`src/rtl/lane_mux_rr.sv`:
```
// Four-lane round-robin multiplexer with a single registered output word {Y,S}.
// Define LANE_MUX_LOCK_EN to add in_last and hold the grant on one lane until a packet's last word.

// Per-lane slice: request qualification plus this lane's share of the AND-OR data mux.
module lane_mux_rr_lane #(
  parameter int W = 8
) (
  input  logic         vld,
  input  logic         locked,
  input  logic         is_ptr,
  input  logic         gnt,
  input  logic [W-1:0] data,
  output logic         req,
  output logic [W-1:0] data_gated
);
  // While a packet is locked, only the lane that owns it may request.
  assign req        = vld && (!locked || is_ptr);
  assign data_gated = gnt ? data : '0;
endmodule

module lane_mux_rr #(
  parameter int W = 8
) (
  input  logic           clk,
  input  logic           rst_n,
  input  logic [3:0]     in_valid,
  input  logic [4*W-1:0] in_data,
`ifdef LANE_MUX_LOCK_EN
  input  logic [3:0]     in_last,
`endif
  output logic [3:0]     in_ready,
  output logic [W-1:0]   Y,
  output logic [1:0]     S,
  output logic           E,
  input  logic           out_ready
);
  localparam int NUM_LANES = 4;

  typedef enum logic {EMPTY = 1'b0, FULL = 1'b1} state_e;

  state_e                        state_q, state_d;
  logic [W-1:0]                  y_q, y_d;
  logic [1:0]                    s_q, s_d;
  logic [1:0]                    ptr_q, ptr_d;
  logic                          locked;

  logic [NUM_LANES-1:0]          req;
  logic [NUM_LANES-1:0]          gnt_oh;
  logic [NUM_LANES-1:0][W-1:0]   lane_dat;
  logic [W-1:0]                  y_mux;
  logic [1:0]                    gnt_idx;
  logic                          gnt_any;
  logic                          load_slot;

`ifdef LANE_MUX_LOCK_EN
  logic                          lock_q, lock_d;
  assign locked = lock_q;
`else
  assign locked = 1'b0;
`endif

  genvar k;
  generate
    for (k = 0; k < NUM_LANES; k++) begin : g_lane
      lane_mux_rr_lane #(.W(W)) u_lane (
        .vld        (in_valid[k]),
        .locked     (locked),
        .is_ptr     (ptr_q == 2'(k)),
        .gnt        (gnt_oh[k]),
        .data       (in_data[k*W +: W]),
        .req        (req[k]),
        .data_gated (lane_dat[k])
      );
    end
  endgenerate

  // Search ptr+1 .. ptr+4 (mod 4); the last candidate is the previous winner.
  always_comb begin
    logic [1:0] idx;
    idx     = '0;
    gnt_any = 1'b0;
    gnt_idx = ptr_q;
    gnt_oh  = '0;
    for (int i = 1; i <= NUM_LANES; i++) begin
      idx = ptr_q + 2'(i);
      if (!gnt_any && req[idx]) begin
        gnt_any = 1'b1;
        gnt_idx = idx;
      end
    end
    if (gnt_any) gnt_oh[gnt_idx] = 1'b1;
  end

  always_comb begin
    y_mux = '0;
    for (int i = 0; i < NUM_LANES; i++) y_mux = y_mux | lane_dat[i];
  end

  assign load_slot = (state_q == EMPTY) || out_ready;
  // rst_n gates the strobe so nothing looks accepted while reset is held.
  assign in_ready  = (load_slot && rst_n) ? gnt_oh : '0;

  always_comb begin
    state_d = state_q;
    y_d     = y_q;
    s_d     = s_q;
    ptr_d   = ptr_q;
`ifdef LANE_MUX_LOCK_EN
    lock_d  = lock_q;
`endif
    if (load_slot) begin
      if (gnt_any) begin
        state_d = FULL;
        y_d     = y_mux;
        s_d     = gnt_idx;
        ptr_d   = gnt_idx;
`ifdef LANE_MUX_LOCK_EN
        lock_d  = !in_last[gnt_idx];
`endif
      end else begin
        state_d = EMPTY;
      end
    end
  end

  always_ff @(posedge clk or negedge rst_n) begin
    if (!rst_n) begin
      state_q <= EMPTY;
      y_q     <= '0;
      s_q     <= '0;
      ptr_q   <= 2'd3;
`ifdef LANE_MUX_LOCK_EN
      lock_q  <= 1'b0;
`endif
    end else begin
      state_q <= state_d;
      y_q     <= y_d;
      s_q     <= s_d;
      ptr_q   <= ptr_d;
`ifdef LANE_MUX_LOCK_EN
      lock_q  <= lock_d;
`endif
    end
  end

  assign Y = y_q;
  assign S = s_q;
  assign E = (state_q == FULL);
endmodule
```
`config.mk`:
```
export PLATFORM = sky130hd
export DESIGN_NAME = lane_mux_rr
export DESIGN_NICKNAME = d
export VERILOG_FILES = /design/src/rtl/lane_mux_rr.sv
export SDC_FILE = /design/constraint.sdc
export NUM_CORES = 1
export LEC_CHECK = 0
export CAP_MARGIN = 20
export CELL_PAD_IN_SITES_DETAIL_PLACEMENT = 0
export CELL_PAD_IN_SITES_GLOBAL_PLACEMENT = 1
export CORE_AREA = 2 2 48 50
export DETAILED_ROUTE_END_ITERATION = 16
export DIE_AREA = 0 0 50 52
export DONT_BUFFER_PORTS = 1
export HOLD_SLACK_MARGIN = 0.03
export PLACE_DENSITY = 0.83
export SLEW_MARGIN = 20
export SYNTH_ARGS = -nofsm -noshare
export SYNTH_HDL_FRONTEND = slang
export SYNTH_SLANG_ARGS = --single-unit
```
`constraint.sdc`:
```
create_clock -name clk -period 2.36 [get_ports clk]
set_input_delay 0.236 -clock clk [delete_from_list [all_inputs] [get_ports clk]]
set_output_delay 0.236 -clock clk [all_outputs]
set_load 0.005 [all_outputs]
```
==> flow_summary_export.csv, run 1 <==
group,metric,value,unit
run_status,run_status,"finished clean",
drt,vias,793,
worst_setup_path,path_max_fanout,14,
drt,first_pass_iters,5,
power_and_ir_drop,p_per_area,751.3,nW/um^2
timing,finClkSkew,0.004024,ns
grt,met3_usage,4.023,%
grt,grt_overflow_total,0,
logic_synthesis,netlist_instances,98,
place,placed_cell_area,847.1,sq um
drt,antenna_left,0,
power_and_ir_drop,p_leak,0.3478,nW
finish,layout_commonest_cell,"a21oi_1",
timing,max_slew.worst_pin.slew,0.5790,ns
clocking,clk_latency,0.27,ns
place,dp_cells,121,
finish,n_antenna_cell,0,
die,die-height,52,microns
logic_synthesis,synth.distinct_cells,28,
worst_setup_path,worstPathArrival,1.66,ns
worst_hold_path,min_path_cells,2,
timing,finalSetupViolations,0,
worst_setup_path,required,2.12,ns
worst_hold_path,hp-class,"input pin to flip-flop",
drt,via_per_inst,6.294,
grt,grt_pass1_vias,760,
grt,antenna_found_initial,0,
clocking,cts_resized,0,
logic_synthesis,syn_nets,137,
die,placementRows,17,
clocking,cts_sinks,13,
finish,area_growth,3.367,%
clocking,clockRootBuffer,"clkbuf_4",
finish,drive_gt1_share,12.24,%
grt,met2_usage,27.63,%
logic_synthesis,syn_area_per_cell,8.720,sq um
drt,drc,0,
grt,grt_max_degree,15,
die,die_area,2600,sq um
clocking,cts_tree,"built",
die,num_io_pins,54,
logic_synthesis,synth_seq_cells,13,
timing,drv_slew,0,
timing,finalHoldViolCount,0,
clocking,cts_buffers,3,
drt,wire_per_inst,16.24,microns
die,core_area,2106,sq um
logic_synthesis,synth_warnings,0,
worst_setup_path,critPathLaunchType,"flip-flop",
finish,final_cell_mix,"19 x a21oi_1, 13 x nor2_1, 11 x dfrtp_1",
timing,tns,0,ns
clocking,htree_num_levels,1,
power_and_ir_drop,ir_drop,0.4521,mV
timing,relSlewSlack,61.27,%
finish,final.fill_count,206,
worst_setup_path,cp-end-kind,"output pin",
finish,design_area,883.3,sq um
drt,routed_wl,2.046,mm
die,chipWidth,50,microns
timing,period_share,80.29,%
logic_synthesis,yosysSeqAreaShare,38.36,%
timing,max_freq,527.8,MHz
place,hpwlAfterDp,1.561,mm
timing,rsz0062_at_grt,"false",
grt,grt_pass1_wl,3.291,mm
place,io_buffer_count,0,
place,gp_congestion,0.8094,
grt,grt_use_total,17.05,%
grt,met1_usage,19.75,%
finish,fin_nets,138,
timing,fin_crit,1.895,ns
clocking,clk_pin_slew,0.08,ns
worst_setup_path,worstRegToRegCells,5,
drt,drt_iter0_markers,38,
worst_setup_path,critPathKind,"flip-flop to output pin",
clocking,ctsLongestPathBuffers,2,
die,initial_core_util,40.58,%
run,maxCapViolCount,0,
logic_synthesis,synthesis.area,854.6,sq um
finish,fin_cells,126,
grt,grt-busiest-layer,"met2",
-- cell families after synthesis --
logic type | synth area share, %
DFF | 38.36
AOI/OAI and AO/OA | 32.65
and+or+nand+nor | 23.57
buffers and inverters | 5.416
-- layout make-up --
| class | count | area [sq um] | area share [%] |
|---|---|---|---|
| Clock buffer | 4 | 26.28 | 2.975 |
| Inverter | 1 | 3.754 | 0.4249 |
| Multi-Input combinational cell | 79 | 480.5 | 54.39 |
| Sequential cell | 13 | 327.8 | 37.11 |
| Tap cell | 28 | 35.03 | 3.966 |
| Timing Repair Buffer | 1 | 10.01 | 1.133 |
-- layer usage --
metal / wire (microns) / vias up
li1: - / 370
met1: 829 / 379
met2: 1017 / 42
met3: 179 / 2
met4: 20 / 0
met5: 0 / -
-- metrics by stage --
step | hold WS (ns) | utilization [%] | power [mW] | setup WS (ns)
2_1_floorplan | -0.05959 | - | 0.5115 | 0.8288
3_3_place_gp | -0.05921 | 40.23 | 0.5262 | 0.7172
3_5_place_dp | -0.05920 | 40.23 | 0.5321 | 0.6858
4_1_cts | 0.1311 | 41.95 | 0.6729 | 0.4300
5_1_grt | 0.1461 | 41.95 | 0.7155 | 0.3212
6_report | 0.1452 | 41.95 | 0.6636 | 0.4653
-- repair_timing --
action                                 CTS  global route
buffers inserted                         0             0
endpoints found under the hold margin   13             0
hold buffers                             1             0
-- synth_stat cells --
master | n | area (sq um)
a21oi_1 | 19 | 95.09
a222oi_1 | 8 | 80.08
a21oi_2 | 1 | 8.760
nand2b_1 | 2 | 12.51
dfstp_2 | 2 | 52.55
dfrtp_1 | 11 | 275.3
a21o_1 | 4 | 30.03
buf_2 | 1 | 5.000
nand3_1 | 2 | 10.01
nor2_2 | 1 | 6.260
nor2_1 | 13 | 48.80
o21ai_0 | 2 | 10.01
buf_4 | 2 | 15.01
inv_1 | 1 | 3.750
o211a_4 | 1 | 17.52
o31a_1 | 1 | 8.760
nor2b_4 | 1 | 13.76
nor2b_1 | 7 | 43.79
buf_6 | 2 | 22.52
or2b_1 | 1 | 7.510
o22ai_1 | 1 | 6.260
o31ai_1 | 1 | 7.510
nand2_2 | 1 | 6.260
o21ai_1 | 3 | 15.01
and3_2 | 1 | 7.510
nor3_1 | 3 | 15.01
nor2_4 | 1 | 11.26
nand2_1 | 5 | 18.77
-- power by group --
group,switching [mW],internal (mW),leakage [nW]
logic,0.105,0.0899,0.187
registers,0.0573,0.279,0.146
clock network,0.0677,0.0654,0.0150
total,0.230,0.434,0.348
-- sequential cells by signal, summed over array words and instances (netlist names) --
signal,count
S,2
Y,8
ptr_q,2
E,1
-- worst max-delay path, cell delays in order (launching register included) --
cell and delay (ns):
dfstp_2 0.67, nor2b_1 0.16, o31a_1 0.34, nor2b_1 0.22
-- final timing paths --
check                                     start              endpoint  slack [ns]
max                        ptr_q[1]$_DFFE_PN1P_           in_ready[3]        0.47
min                                 in_valid[3]         E$_DFFE_PN0N_        0.15
max reg2reg                ptr_q[1]$_DFFE_PN1P_      Y[5]$_DFFE_PN0P_        0.66
min reg2reg                    S[0]$_DFFE_PN0P_      S[0]$_DFFE_PN0P_        0.52
max in group asynchronous                 rst_n  ptr_q[0]$_DFFE_PN1P_        1.58
min in group asynchronous                 rst_n         E$_DFFE_PN0N_        0.40
(Power assumes the default switching activity.)
==> inputs of run 2 (changes only) <==
--- a/config.mk
+++ b/config.mk
@@ -8,12 +8,12 @@
 export CAP_MARGIN = 20
 export CELL_PAD_IN_SITES_DETAIL_PLACEMENT = 0
 export CELL_PAD_IN_SITES_GLOBAL_PLACEMENT = 1
-export CORE_AREA = 2 2 48 50
+export CORE_AREA = 2 2 49 51
 export DETAILED_ROUTE_END_ITERATION = 16
-export DIE_AREA = 0 0 50 52
+export DIE_AREA = 0 0 51 53
 export DONT_BUFFER_PORTS = 1
 export HOLD_SLACK_MARGIN = 0.03
-export PLACE_DENSITY = 0.83
+export PLACE_DENSITY = 0.81
 export SLEW_MARGIN = 20
 export SYNTH_ARGS = -nofsm -noshare
 export SYNTH_HDL_FRONTEND = slang
==> constraint.sdc (replaced) <==
create_clock -name clk -period 1.89 [get_ports clk]
set_input_delay 0.189 -clock clk [delete_from_list [all_inputs] [get_ports clk]]
set_output_delay 0.189 -clock clk [all_outputs]
set_load 0.005 [all_outputs]
==> run 2 against run 1 <==
  * Highest routed layer unchanged
  * Largest cell class unchanged
  * Sequential share of layout area down 0.92 points
  * Setup slack got worse by 0.37 ns
  * Sequential cell count unchanged
  * Clock-buffer cell count is the same
  * Combinational power is 31% higher
  * Clock power rose by 29%
==> flow_summary_export.csv, run 2 (synthesis results as in run 1) <==
group,metric,value,unit
finish,final.fill_count,234,
die,initial_core_util,39.78,%
worst_setup_path,path_max_fanout,9,
drt,drc,0,
worst_setup_path,timing.rr.end,"Y[0]$_DFFE_PN0P_",
drt,drt_iter0_markers,47,
clocking,cts_sinks,13,
run,maxCapViolCount,0,
timing,fin_crit,1.798,ns
timing,drv_slew,0,
finish,drive_gt1_share,14.85,%
die,die-height,53,microns
clocking,ctsLongestPathBuffers,2,
power_and_ir_drop,p_leak,0.3629,nW
grt,grt_max_degree,15,
die,num_io_pins,54,
worst_setup_path,cp-end-kind,"output pin",
clocking,cts_tree,"built",
drt,antenna_left,0,
timing,period_share,95.12,%
drt,first_pass_iters,5,
worst_setup_path,critPathLaunch,"ptr_q[0]$_DFFE_PN1P_",
drt,wire_per_inst,17.33,microns
power_and_ir_drop,ir_drop,0.4545,mV
worst_setup_path,critPathKind,"flip-flop to output pin",
place,gp_congestion,0.7638,
timing,finalHoldViolCount,0,
timing,finClkSkew,0.003635,ns
drt,vias,789,
grt,grt_pass1_wl,3.712,mm
timing,finalSetupViolations,0,
worst_hold_path,hold_start,"in_valid[3]",
finish,area_growth,6.003,%
place,io_buffer_count,0,
worst_setup_path,worstRegToRegCells,5,
worst_setup_path,required,1.70,ns
finish,final_cell_mix,"19 x a21oi_1, 13 x nor2_1, 11 x dfrtp_1",
timing,max_slew.worst_pin.slew,0.5903,ns
finish,largest_reg_flops,8,
grt,grt_use_total,18.30,%
worst_setup_path,critPathLaunchType,"flip-flop",
run_status,run_status,"finished clean",
grt,grt_overflow_total,0,
worst_setup_path,r2r_start,"ptr_q[1]$_DFFE_PN1P_",
place,hpwlAfterDp,1.650,mm
finish,multi_input_area,480.5,sq um
die,die_area,2703,sq um
grt,grt_pass1_vias,813,
worst_hold_path,hp-class,"input pin to flip-flop",
clocking,clockRootBuffer,"clkbuf_4",
worst_setup_path,reg2reg_slack,0.15,ns
worst_setup_path,endpoint,"in_ready[2]",
die,core_area,2148,sq um
clocking,clk_latency,0.27,ns
clocking,htree_num_levels,1,
clocking,cts_buffers,3,
timing,tns,0,ns
timing,rsz0062_at_grt,"false",
finish,n_antenna_cell,0,
power_and_ir_drop,p_per_area,938.9,nW/um^2
finish,fin_util,42.17,%
timing,relSlewSlack,60.52,%
clocking,clk_pin_slew,0.08,ns
drt,via_per_inst,6.116,
finish,layout_commonest_cell,"a21oi_1",
clocking,cts_resized,0,
finish,fin_nets,141,
timing,max_freq,556.3,MHz
grt,antenna_found_initial,0,
die,chipWidth,51,microns
drt,routed_wl,2.235,mm
finish,seq_area,327.8,sq um
worst_setup_path,worstPathArrival,1.61,ns
die,placementRows,17,
[run 2: cell types whose count changed in the layout (fill, tap and decap cells not counted), sizes merged]
cell,previous run,this run
buf,0,3
[run 2: cell type report]
class / instances / area share (%)
clock buffers: 4 / 2.901
inverters: 1 / 0.4144
repair buffers: 4 / 3.591
multi-input cells: 79 / 53.04
well taps: 28 / 3.867
flip-flops and latches: 13 / 36.19
[run 2: worst min-delay path by stage]
stage / end / slack, ns / cells past startpoint
after floorplan: E$_DFFE_PN0N_ / -0.11 / 0
after CTS: E$_DFFE_PN0N_ / 0.1 / 2
after global routing: E$_DFFE_PN0N_ / 0.10 / 2
final: E$_DFFE_PN0N_ / 0.1 / 2
after global placement: Y[1]$_DFFE_PN0P_ / -0.11 / 0
after detailed placement: Y[4]$_DFFE_PN0P_ / -0.11 / 0
[run 2: repair_timing]
item / CTS / global route
hold buffers: 1 / 0
endpoints found under the setup margin: 0 / 1
endpoints found under the hold margin: 13 / 0
buffers inserted: 0 / 1
[run 2: report_power, final]
| part | switching, mW | leakage (nW) | internal (mW) |
|---|---|---|---|
| logic | 0.133 | 0.202 | 0.123 |
| registers | 0.0753 | 0.146 | 0.348 |
| clock network | 0.0894 | 0.0150 | 0.0818 |
[run 2: per-layer routing]
layer / vias to the layer above / GRT usage (%) / share of wire, %
met2: 42 / 27.49 / 44
met5: - / 0 / 0
li1: 371 / - / -
met4: 0 / 10.36 / 1.5
met3: 4 / 3.672 / 9.4
met1: 372 / 24.39 / 45
[run 2: worst max-delay path, stage by stage (launching register included)]
cell and delay, ns:
dfstp_2 0.64, nor2b_1 0.09, o21ai_1 0.11, and3_2 0.30, nor2b_1 0.20
[run 2: stage by stage]
stage / std cells / worst slack (ns) / instance area (sq um) / hold WS, ns / power, mW
after floorplan: 98 / 0.3588 / 854.6 / -0.1066 / 0.6386
after global placement: 123 / 0.2557 / 862.1 / -0.1063 / 0.6670
after detailed placement: 123 / 0.1854 / 862.1 / -0.1063 / 0.6762
after CTS: 128 / 0.04457 / 898.4 / 0.09502 / 0.8553
after global routing: 129 / 0.01411 / 905.9 / 0.1048 / 0.9202
final: 129 / 0.09228 / 905.9 / 0.09834 / 0.8505
